$ cat config.mk
export PLATFORM = sky130hd
export DESIGN_NAME = block_program_loader_flat
export DESIGN_NICKNAME = d
export VERILOG_FILES = /design/src/rtl/block_program_loader_if.sv /design/src/rtl/block_program_loader.sv /design/src/flat_wrapper.sv
export SDC_FILE = /design/constraint.sdc
export NUM_CORES = 1
export LEC_CHECK = 0
export BUFFER_PORTS_ARGS = -buffer_cell sky130_fd_sc_hd__buf_2
export CAP_MARGIN = 20
export CELL_PAD_IN_SITES_DETAIL_PLACEMENT = 1
export CELL_PAD_IN_SITES_GLOBAL_PLACEMENT = 1
export CORE_MARGIN = 5
export CORE_UTILIZATION = 29
export CTS_CLUSTER_DIAMETER = 120
export CTS_CLUSTER_SIZE = 8
export DETAILED_ROUTE_END_ITERATION = 16
export PLACE_DENSITY_LB_ADDON = 0.2
export RECOVER_POWER = 50
export SLEW_MARGIN = 20
export SYNTH_ARGS = -nofsm -noshare
export SYNTH_HDL_FRONTEND = slang
export SYNTH_SLANG_ARGS = --single-unit
export TNS_END_PERCENT = 50
$ cat constraint.sdc
create_clock -name clock -period 3.1 [get_ports clock]
set_input_delay 0.31 -clock clock [delete_from_list [all_inputs] [get_ports clock]]
set_output_delay 0.31 -clock clock [all_outputs]
set_load 0.01 [all_outputs]
$ cat src/rtl/block_program_loader_if.sv
// Bus bundle between the program loader, its source image memory and the
// processing-element block host MMIO port.
interface block_program_loader_if #(
  parameter int unsigned INDEX_WIDTH = 16,
  parameter int unsigned DATA_WIDTH  = 32
);
  logic                   source_read_req;
  logic [INDEX_WIDTH-1:0] source_read_index;
  logic                   source_read_ack;
  logic [DATA_WIDTH-1:0]  source_read_data;

  logic                   host_write_req;
  logic [INDEX_WIDTH-1:0] host_write_index;
  logic [DATA_WIDTH-1:0]  host_write_data;
  logic                   host_write_ack;

  modport master (
    output source_read_req, source_read_index,
    input  source_read_ack, source_read_data,
    output host_write_req, host_write_index, host_write_data,
    input  host_write_ack
  );

  modport slave (
    input  source_read_req, source_read_index,
    output source_read_ack, source_read_data,
    input  host_write_req, host_write_index, host_write_data,
    output host_write_ack
  );
endinterface

$ cat src/rtl/block_program_loader.sv
// Streams a program image (instructions, then router settings) into the PE
// block over its host port, runs the block and reports done or timeout.
module block_program_loader #(
  parameter int unsigned NUM_PES           = 16,
  parameter int unsigned INSTRUCTION_WORDS = 8,
  parameter int unsigned ROUTER_WORDS      = 2,
  parameter int unsigned PE_SPACE_WORDS    = 64,
  parameter int unsigned INSTRUCTION_BASE  = 0,
  parameter int unsigned ROUTER_BASE       = 32,
  parameter int unsigned INDEX_WIDTH       = 16,
  parameter int unsigned DATA_WIDTH        = 32,
  parameter int unsigned TIMEOUT_CYCLES    = 1000000
) (
  input  logic                   clock,
  input  logic                   reset,
  input  logic                   start,
  block_program_loader_if.master bus,
  output logic                   block_enable,
  output logic                   block_execute,
  input  logic                   block_halted,
  output logic                   busy,
  output logic                   done,
  output logic                   error,
  output logic [31:0]            run_cycles
);

  typedef enum logic [2:0] {
    S_IDLE, S_ENABLE, S_FETCH, S_WRITE, S_START, S_RUN, S_DONE, S_ERROR
  } state_t;

  state_t                 state_reg, state_next;
  logic                   busy_reg, busy_next;
  logic                   done_reg, done_next;
  logic                   error_reg, error_next;
  logic                   enable_reg, enable_next;
  logic                   execute_reg, execute_next;
  logic [31:0]            run_cycles_reg, run_cycles_next;
  logic                   src_req_reg, src_req_next;
  logic [INDEX_WIDTH-1:0] src_index_reg, src_index_next;
  logic                   host_req_reg, host_req_next;
  logic [INDEX_WIDTH-1:0] host_index_reg, host_index_next;
  logic [DATA_WIDTH-1:0]  host_data_reg, host_data_next;
  logic                   router_phase_reg, router_phase_next;
  logic [31:0]            pe_count_reg, pe_count_next;
  logic [31:0]            word_count_reg, word_count_next;
  logic [31:0]            src_count_reg, src_count_next;

  logic [31:0] words_per_pe;
  logic [31:0] slot_base;
  logic [31:0] run_inc;
  logic        last_word;
  logic        last_pe;

  // PEs sit in 2x2 quartets; memory-map slot is quartet-major, then sub-position.
  function automatic logic [31:0] slot_of(input logic [31:0] pe);
    logic [31:0] row;
    logic [31:0] col;
    row = pe / 4;
    col = pe % 4;
    return 4 * (2 * (row / 2) + col / 2) + 2 * (row % 2) + col % 2;
  endfunction

  // The source image is contiguous in load order, so a linear counter addresses it.
  assign words_per_pe = router_phase_reg ? ROUTER_WORDS : INSTRUCTION_WORDS;
  assign last_word    = (word_count_reg == words_per_pe - 1);
  assign last_pe      = (pe_count_reg == NUM_PES - 1);
  assign slot_base    = PE_SPACE_WORDS * slot_of(pe_count_reg)
                        + (router_phase_reg ? ROUTER_BASE : INSTRUCTION_BASE);
  assign run_inc      = (run_cycles_reg == 32'hFFFF_FFFF) ? run_cycles_reg
                                                          : run_cycles_reg + 32'd1;

  always_comb begin
    state_next        = state_reg;
    busy_next         = busy_reg;
    done_next         = done_reg;
    error_next        = error_reg;
    enable_next       = enable_reg;
    execute_next      = execute_reg;
    run_cycles_next   = run_cycles_reg;
    src_req_next      = src_req_reg;
    src_index_next    = src_index_reg;
    host_req_next     = host_req_reg;
    host_index_next   = host_index_reg;
    host_data_next    = host_data_reg;
    router_phase_next = router_phase_reg;
    pe_count_next     = pe_count_reg;
    word_count_next   = word_count_reg;
    src_count_next    = src_count_reg;

    case (state_reg)
      S_IDLE, S_DONE, S_ERROR: begin
        if (start) begin
          busy_next         = 1'b1;
          done_next         = 1'b0;
          error_next        = 1'b0;
          run_cycles_next   = 32'd0;
          router_phase_next = 1'b0;
          pe_count_next     = 32'd0;
          word_count_next   = 32'd0;
          src_count_next    = 32'd0;
          state_next        = S_ENABLE;
        end
      end

      S_ENABLE: begin
        enable_next = 1'b1;
        state_next  = S_FETCH;
      end

      S_FETCH: begin
        if (!src_req_reg) begin
          src_req_next   = 1'b1;
          src_index_next = INDEX_WIDTH'(src_count_reg);
        end else if (bus.source_read_ack) begin
          src_req_next    = 1'b0;
          host_data_next  = bus.source_read_data;
          host_index_next = INDEX_WIDTH'(slot_base + word_count_reg);
          state_next      = S_WRITE;
        end
      end

      S_WRITE: begin
        if (!host_req_reg) begin
          host_req_next = 1'b1;
        end else if (bus.host_write_ack) begin
          host_req_next  = 1'b0;
          src_count_next = src_count_reg + 32'd1;
          state_next     = S_FETCH;
          if (!last_word) begin
            word_count_next = word_count_reg + 32'd1;
          end else begin
            word_count_next = 32'd0;
            if (!last_pe) begin
              pe_count_next = pe_count_reg + 32'd1;
            end else begin
              pe_count_next = 32'd0;
              if (!router_phase_reg && ROUTER_WORDS != 0) begin
                router_phase_next = 1'b1;
              end else begin
                execute_next = 1'b1;
                state_next   = S_START;
              end
            end
          end
        end
      end

      S_START: begin
        run_cycles_next = run_inc;
        state_next      = S_RUN;
      end

      S_RUN: begin
        // The halting cycle itself is not counted; halt beats a coincident timeout.
        if (block_halted) begin
          execute_next = 1'b0;
          done_next    = 1'b1;
          busy_next    = 1'b0;
          state_next   = S_DONE;
        end else begin
          run_cycles_next = run_inc;
          if (run_inc >= TIMEOUT_CYCLES) begin
            execute_next = 1'b0;
            error_next   = 1'b1;
            busy_next    = 1'b0;
            state_next   = S_ERROR;
          end
        end
      end

      default: state_next = S_IDLE;
    endcase
  end

  always_ff @(posedge clock or negedge reset) begin
    if (!reset) begin
      state_reg        <= S_IDLE;
      busy_reg         <= 1'b0;
      done_reg         <= 1'b0;
      error_reg        <= 1'b0;
      enable_reg       <= 1'b0;
      execute_reg      <= 1'b0;
      run_cycles_reg   <= 32'd0;
      src_req_reg      <= 1'b0;
      src_index_reg    <= '0;
      host_req_reg     <= 1'b0;
      host_index_reg   <= '0;
      host_data_reg    <= '0;
      router_phase_reg <= 1'b0;
      pe_count_reg     <= 32'd0;
      word_count_reg   <= 32'd0;
      src_count_reg    <= 32'd0;
    end else begin
      state_reg        <= state_next;
      busy_reg         <= busy_next;
      done_reg         <= done_next;
      error_reg        <= error_next;
      enable_reg       <= enable_next;
      execute_reg      <= execute_next;
      run_cycles_reg   <= run_cycles_next;
      src_req_reg      <= src_req_next;
      src_index_reg    <= src_index_next;
      host_req_reg     <= host_req_next;
      host_index_reg   <= host_index_next;
      host_data_reg    <= host_data_next;
      router_phase_reg <= router_phase_next;
      pe_count_reg     <= pe_count_next;
      word_count_reg   <= word_count_next;
      src_count_reg    <= src_count_next;
    end
  end

  assign bus.source_read_req   = src_req_reg;
  assign bus.source_read_index = src_index_reg;
  assign bus.host_write_req    = host_req_reg;
  assign bus.host_write_index  = host_index_reg;
  assign bus.host_write_data   = host_data_reg;
  assign block_enable          = enable_reg;
  assign block_execute         = execute_reg;
  assign busy                  = busy_reg;
  assign done                  = done_reg;
  assign error                 = error_reg;
  assign run_cycles            = run_cycles_reg;

endmodule

$ cat src/flat_wrapper.sv
// flat-port wrapper written by rule: the top's interface ports become plain ports
module block_program_loader_flat 
#(
  parameter int unsigned NUM_PES           = 16,
  parameter int unsigned INSTRUCTION_WORDS = 8,
  parameter int unsigned ROUTER_WORDS      = 2,
  parameter int unsigned PE_SPACE_WORDS    = 64,
  parameter int unsigned INSTRUCTION_BASE  = 0,
  parameter int unsigned ROUTER_BASE       = 32,
  parameter int unsigned INDEX_WIDTH       = 16,
  parameter int unsigned DATA_WIDTH        = 32,
  parameter int unsigned TIMEOUT_CYCLES    = 1000000
)
  (clock, reset, start, block_enable, block_execute, block_halted, busy, done, error, run_cycles, bus_source_read_req, bus_source_read_index, bus_source_read_ack, bus_source_read_data, bus_host_write_req, bus_host_write_index, bus_host_write_data, bus_host_write_ack);
  block_program_loader_if #(.INDEX_WIDTH(INDEX_WIDTH), .DATA_WIDTH(DATA_WIDTH)) bus_i ();
  input  logic clock;
  input  logic reset;
  input  logic start;
  output logic block_enable;
  output logic block_execute;
  input  logic block_halted;
  output logic busy;
  output logic done;
  output logic error;
  output logic [31:0] run_cycles;
  output wire logic [$bits(bus_i.source_read_req)-1:0] bus_source_read_req;
  output wire logic [$bits(bus_i.source_read_index)-1:0] bus_source_read_index;
  input wire logic [$bits(bus_i.source_read_ack)-1:0] bus_source_read_ack;
  input wire logic [$bits(bus_i.source_read_data)-1:0] bus_source_read_data;
  output wire logic [$bits(bus_i.host_write_req)-1:0] bus_host_write_req;
  output wire logic [$bits(bus_i.host_write_index)-1:0] bus_host_write_index;
  output wire logic [$bits(bus_i.host_write_data)-1:0] bus_host_write_data;
  input wire logic [$bits(bus_i.host_write_ack)-1:0] bus_host_write_ack;
  assign bus_source_read_req = bus_i.source_read_req;
  assign bus_source_read_index = bus_i.source_read_index;
  assign bus_i.source_read_ack = bus_source_read_ack;
  assign bus_i.source_read_data = bus_source_read_data;
  assign bus_host_write_req = bus_i.host_write_req;
  assign bus_host_write_index = bus_i.host_write_index;
  assign bus_host_write_data = bus_i.host_write_data;
  assign bus_i.host_write_ack = bus_host_write_ack;
  block_program_loader #(.NUM_PES(NUM_PES), .INSTRUCTION_WORDS(INSTRUCTION_WORDS), .ROUTER_WORDS(ROUTER_WORDS), .PE_SPACE_WORDS(PE_SPACE_WORDS), .INSTRUCTION_BASE(INSTRUCTION_BASE), .ROUTER_BASE(ROUTER_BASE), .INDEX_WIDTH(INDEX_WIDTH), .DATA_WIDTH(DATA_WIDTH), .TIMEOUT_CYCLES(TIMEOUT_CYCLES)) u_core (.clock(clock), .reset(reset), .start(start), .bus(bus_i), .block_enable(block_enable), .block_execute(block_execute), .block_halted(block_halted), .busy(busy), .done(done), .error(error), .run_cycles(run_cycles));
endmodule
# Yosys cells after proc, flatten, opt, wreduce, memory -nomap -nowiden
# Cells that the tools add are included.
# word_totals
reg_bits	203
latch_bits	0
ramBits	0
mem_bits_ro	0
inputBits	38
out_inout_bits	103
wordCells	121
mem_count	0
# classes
add_sub_neg	10
n_mul	0
n_div	0
n_lt_le_gt_ge	1
n_eq_ne	22
shifts	0
mux	54
n_bitwise	1
reduce_logical	17
# op_table
cell	n
$mux 32	12
$pmux 32 s2	3
$add 32x1->32 const B	4
$pmux 32 s3	1
$add 16x16->16	2
$eq 32x32->1	1
$eq 32x32->1 const B	1
$eq 32x4->1 const B	1
$ge 32x20->1 const B	1
$sub 32x1->32 const B	1
$mux 3	10
$mux 1	20
$pmux 3 s6	1
$eq 3x3->1 const B	4
$ne 2x1->1 const B	6
$reduce_and 3->1	4
$reduce_and 6->1	2
$add 10x1->10	1
$add 10x2->10	1
$ne 2x2->1 const B	5
$pmux 1 s2	5
$add 8x1->8	1
$reduce_and 4->1	2
$reduce_and 7->1	1
other kinds (12)	15

# Longest topological paths before layout
# depth
word_depth	7
mapped_depth	12
depth_no_buf	12

# Least setup slack after synthesis
# Ideal clock, no wire load.
# synth_path
path_type	register to register
startpoint	register u_core.run_cycles_reg[0], in the netlist u_core.run_cycles[0]
endpoint	register u_core.error_reg, in the netlist u_core.error
setup_time_ns	0.121
arrival_time_ns	2.535
required_ns	2.979
slack_ns	0.444
path_stages_with_launch	12
path_buffers	1
period_less_slack_ns	2.656
cell_sequence	dfrtp_1 > ha_1 > nand2_1 > nor4_4 > nand2_2 > or3_1 > buf_2 > o21ai_0 > o2111ai_1 > a211oi_2 > nand2_1 > a22o_1
# synth_via
elab_chain_cells	5
elab_cells_between_ends	6
cone_classes	add/sub: 1; order compare: 1; eq/ne: 2; mux: 1; reduce/logical: 1
# synth_lines
element	line	source
start, declared	block_program_loader.sv:37	logic [31:0] run_cycles_reg, run_cycles_next;
start signal, assigned	block_program_loader.sv:200	run_cycles_reg <= run_cycles_next;
$add 32x1->32 / $eq 32x32->1 (equally long branches)	block_program_loader.sv:70, block_program_loader.sv:69	
$mux 32 (*)	block_program_loader.sv:69	assign run_inc = (run_cycles_reg == 32'hFFFF_FFFF) ? run_cycles_reg
$ge 32x20->1 (*)	block_program_loader.sv:162	if (run_inc >= TIMEOUT_CYCLES) begin
$ne 2x1->1 (no source line) (*)	n/a	
$reduce_and 4->1 (no source line) (*)	n/a	
end signal, assigned	block_program_loader.sv:197	error_reg <= error_next;
end, declared	block_program_loader.sv:34	logic error_reg, error_next;
# Every way passes the cells marked *; elsewhere a longest branch is shown, timed or not.
# A chain may end at the register's enable or synchronous reset.

# Worst setup path in the final report
# layout_path
startpoint	register u_core.run_cycles_reg[8], in the netlist u_core.run_cycles[8]
endpoint	register u_core.state_reg[1]
# layout_via
elab_chain_cells	5
elab_cells_between_ends	6
cone_classes	add/sub: 1; order compare: 1; eq/ne: 2; mux: 1; reduce/logical: 1
# layout_lines
element	line	source
$add 32x1->32 / $eq 32x32->1 (equally long branches)	block_program_loader.sv:70, block_program_loader.sv:69	
$mux 32 (*)	block_program_loader.sv:69	
$ge 32x20->1 (*)	block_program_loader.sv:162	
$ne 3x2->1 (no source line) (*)	n/a	
$reduce_and 6->1 (no source line) (*)	n/a	
end signal, assigned	block_program_loader.sv:194	state_reg <= state_next;
end, declared	block_program_loader.sv:31	state_t state_reg, state_next;
# Marked as above.

==> summary.md <==
| Metric | Value |
|---|---|
| Number of antenna violations at the first check in global routing | 2 |
| Status | finished with violations |
| Async set or reset register ratio after synthesis | 100% |
| Number of DRC violations after detailed-routing iteration 0 | 311 |
| Largest net degree at the start of global routing | 91 |
| Area Overhead vs Synth | 20.4% |
| Number of warning messages in the yosys log | 0 |
| Total I/O pin count | 141 |
| Power density normalized to cell area | 640 nW/um2 |
| Crit start category | flip-flop |
| Clock Tree Buf Depth | 2 |
| # H-tree levels | 4 |
| Number of standard cells after synthesis | 1,068 |
| Count of vias placed by the detailed router | 8,280 |
| Clock skew | 15.6 ps |
| Total power | 7.37 mW |
| Clk pwr share | 29.4% |
| Cell area after synthesis | 9580 um2 |
| TritonCTS Buffers | 17 |
| Min Tclk post-route | 2850 ps |
| Category of the most critical setup path | reg -> reg |
| Worst vdd ir | 403 uV |
| Root buffer cell | sky130_fd_sc_hd__clkbuf_16 |
| Final #Nets | 1,277 |
| Critical-path cell with the highest stage delay | sky130_fd_sc_hd__dfrtp_1 |
| Measured slew at the worst slew-check pin | 2380 ps |
| Ordered list of cells on the worst path | nand4_4, nor4_4, nand2_2, or3_1, o21ai_0, o2111ai_1, a211oi_2, nand3_1, o2bb2ai_1 |
| Number of cells traversed by the worst register-to-register path | 9 |
| Share of layout cells above drive strength 1 | 14.1% |
| Residual overflow from global routing | 0 |
| Number of global-route vias before repair | 8,594 |
| Peak clock frequency supported by timing | 350 MHz |
| Width of the die | 192 um |
| Placement Rows | 66 |
| Internal power of the cells | 4.56 mW |
| Number of register bits inferred by synthesis | 187 |
| Failing checks | max-capacitance violations, max-slew violations |
| Delay contributed by the slowest stage of the critical path | 540 ps |
| Reg clk slew, reported paths | 80 ps |
| CTS tree | built |
| Count of placed standard cells in the final layout, fillers left out | 1,678 |
| Area taken by multi-input logic gates | 4660 um2 |
| Normalized max-slew margin | -58.7% |
| Switching power | 2.82 mW |
| Later-pin clock latency in the skew report | 450 ps |
| N_diodes | 0 |
| Number of max-slew violations in the final report | 89 |
| Most frequent cells after synthesis | sky130_fd_sc_hd__nand2_1, sky130_fd_sc_hd__dfrtp_1, sky130_fd_sc_hd__nor2_1 |
| Number of cells traversed by the worst hold path | 3 |
| Post-Syn Nets | 1,121 |
| Global-route total usage across every layer | 15.5% |
| Post-detailed-placement half-perimeter wirelength | 20.2 mm |
| Routability-driven placement congestion ratio | 0.801 |
| Via density per instance | 4.93 |
| Area of the die | 36,800 um2 |
| Prevailing post-synth register cell | sky130_fd_sc_hd__dfrtp_1 |
| Filler Cells Inserted | 3,898 |
| Final hold violation count | 0 |
| Leakage component of the power | 5.29 nW |
| Synth top area cells | sky130_fd_sc_hd__dfrtp_1, sky130_fd_sc_hd__nand2_1, sky130_fd_sc_hd__xor2_1 |
| Reg power frac | 42.3% |
| Area of the placeable core | 32,500 um2 |
| Yosys top cell area share | 48.9% |
| Count of buffers inserted at the top-level ports | 140 |
| Count of flip-flops with a built-in enable after synthesis | 0 |
| Count of final setup violators | 0 |
| DRC violations left | 0 |
| Worst min-delay path category | in -> reg |
| Switching power as a share of total power | 38.2% |
| Wire length of the first global-routing pass | 46.2 mm |
| Register Area | 4680 um2 |
| Cell taking the most area after synthesis | sky130_fd_sc_hd__dfrtp_1 |
| Worst EP arrival | 3170 ps |
| Share of synthesized area occupied by flip-flops and latches | 48.9% |
| Syn avg cell area | 8.97 um2 |
| Share of the clock period used by the worst path after layout | 92.0% |
| Placed cell count | 1,645 |
| Drt wl/cell | 16.7 um |
| Number of distinct library cells after synthesis | 61 |
| Largest driver fanout on the critical path | 10 |
| Combinational share of power | 28.3% |
| Final antenna-violating net count | 0 |
| Maximum Capacitance Violations | 1 |
| Critical path capture point type | flip-flop |
| Initial standard-cell utilization of the core | 29.4% |
| Leading cell type by number of instances after synthesis | sky130_fd_sc_hd__nand2_1 |
| Total Routed Length | 27.9 mm |
| Critical path data required time | 3410 ps |
| DIE HEIGHT | 192 um |
| Setup TNS | 0 ps |
| Sinks on Clock Net | 187 |
| Drt first pass iters | 4 |
[power by group through the flow]
| stage | sequential [mW] | combinational, mW | clock (mW) |
|---|---|---|---|
| 2_1_floorplan | 3.20 | 1.16 | 0 |
| 3_3_place_gp | 3.15 | 2.17 | 0 |
| 3_5_place_dp | 3.16 | 2.21 | 0 |
| 4_1_cts | 3.11 | 2.22 | 2.26 |
| 5_1_grt | 3.18 | 2.39 | 2.34 |
| 6_report | 3.12 | 2.09 | 2.17 |
[routing by layer]
metal  routed length [um]  global-route usage [%]  vias up
li1                     -                       -     4014
met1                13600                    21.1     4100
met2                12800                    25.2      139
met3                 1170                    3.36       23
met4                  322                    3.65        4
met5                   34                       0        -
[cells by family (layout without fill, tap and decap cells)]
| kind of cell | after synthesis | in the layout | share of synthesized area (%) |
|---|---|---|---|
| and+or+nand+nor | 518 | 518 | 25.6 |
| buffers and inverters | 73 | 241 | 2.97 |
| DFF | 187 | 187 | 48.9 |
| adders and majority gates | 15 | 15 | 2.04 |
| xor gates and xnor gates | 80 | 80 | 7.32 |
| muxes | 18 | 18 | 2.09 |
| AOI/OAI and AO/OA | 177 | 177 | 11.1 |
[critical path, delay by kind of cell (launching register included)]
family          cells  cell delay (ps)
compound gates      4              780
flops               1              540
simple gates        5             1410
[through the flow]
| stage | hold WS [ps] | setup slack [ps] | utilization, % | cell area, um2 |
|---|---|---|---|---|
| after floorplan | 14.4 | 444 | - | 9580 |
| after global placement | 438 | 252 | 33.9 | 11000 |
| after detailed placement | 437 | 171 | 33.9 | 11000 |
| after CTS | 37.2 | 138 | 35.7 | 11600 |
| after global routing | 46.6 | -24.9 | 35.4 | 11500 |
| final | 63.0 | 247 | 35.4 | 11500 |
[final timing paths]
path,from,endpoint,slack [ps]
max,u_core.run_cycles[8]$_DFFE_PN0P_,u_core.state_reg[1]$_DFFE_PN0P_,250
min,bus_source_read_data[27],u_core.bus.host_write_data[27]$_DFFE_PN0P_,60
max reg2reg,u_core.run_cycles[8]$_DFFE_PN0P_,u_core.state_reg[1]$_DFFE_PN0P_,250
min reg2reg,u_core.bus.host_write_index[5]$_DFFE_PN0P_,u_core.bus.host_write_index[5]$_DFFE_PN0P_,470
max in group asynchronous,reset,u_core.bus.source_read_index[1]$_DFFE_PN0P_,570
min in group asynchronous,reset,u_core.bus.host_write_data[9]$_DFFE_PN0P_,1110
[area by class of cell]
class	count	area share, %
inverters	21	0.684
clock inverters	13	1.05
multi-input cells	808	40.5
repair buffers	189	8.60
clock buffers	18	3.81
flip-flops and latches	187	40.6
well taps	442	4.80
[what timing repair did]
action / CTS / global route
hold buffers: 1 / 0
setup endpoints to repair: 0 / 4
resized for setup: 0 / 5
buffers inserted: 0 / 1
hold endpoints to repair: 87 / 0
[cells in the final DEF (no fill, tap or decap), types with 9 or more instances in the layout]
| cell | instances |
|---|---|
| sky130_fd_sc_hd__a21oi_1 | 39 |
| sky130_fd_sc_hd__nor4_1 | 18 |
| sky130_fd_sc_hd__or3_1 | 18 |
| sky130_fd_sc_hd__ha_1 | 14 |
| sky130_fd_sc_hd__a31oi_1 | 10 |
| sky130_fd_sc_hd__and4_1 | 10 |
| sky130_fd_sc_hd__xnor2_1 | 33 |
| sky130_fd_sc_hd__clkbuf_16 | 17 |
| sky130_fd_sc_hd__nand4_1 | 27 |
| sky130_fd_sc_hd__nand2_1 | 204 |
| sky130_fd_sc_hd__nor2_1 | 102 |
| sky130_fd_sc_hd__buf_2 | 58 |
| sky130_fd_sc_hd__a21o_1 | 9 |
| sky130_fd_sc_hd__xor2_1 | 47 |
| sky130_fd_sc_hd__nor2b_1 | 10 |
| sky130_fd_sc_hd__inv_1 | 21 |
| sky130_fd_sc_hd__dfrtp_1 | 186 |
| sky130_fd_sc_hd__clkbuf_1 | 82 |
| sky130_fd_sc_hd__o31ai_1 | 10 |
| sky130_fd_sc_hd__nand3_1 | 61 |
| sky130_fd_sc_hd__o21ai_1 | 21 |
| sky130_fd_sc_hd__mux2_2 | 16 |
| sky130_fd_sc_hd__o21ai_0 | 55 |
| sky130_fd_sc_hd__and3_1 | 24 |
| sky130_fd_sc_hd__nor3_1 | 17 |
| sky130_fd_sc_hd__buf_4 | 45 |
(Power assumes the default switching activity.)
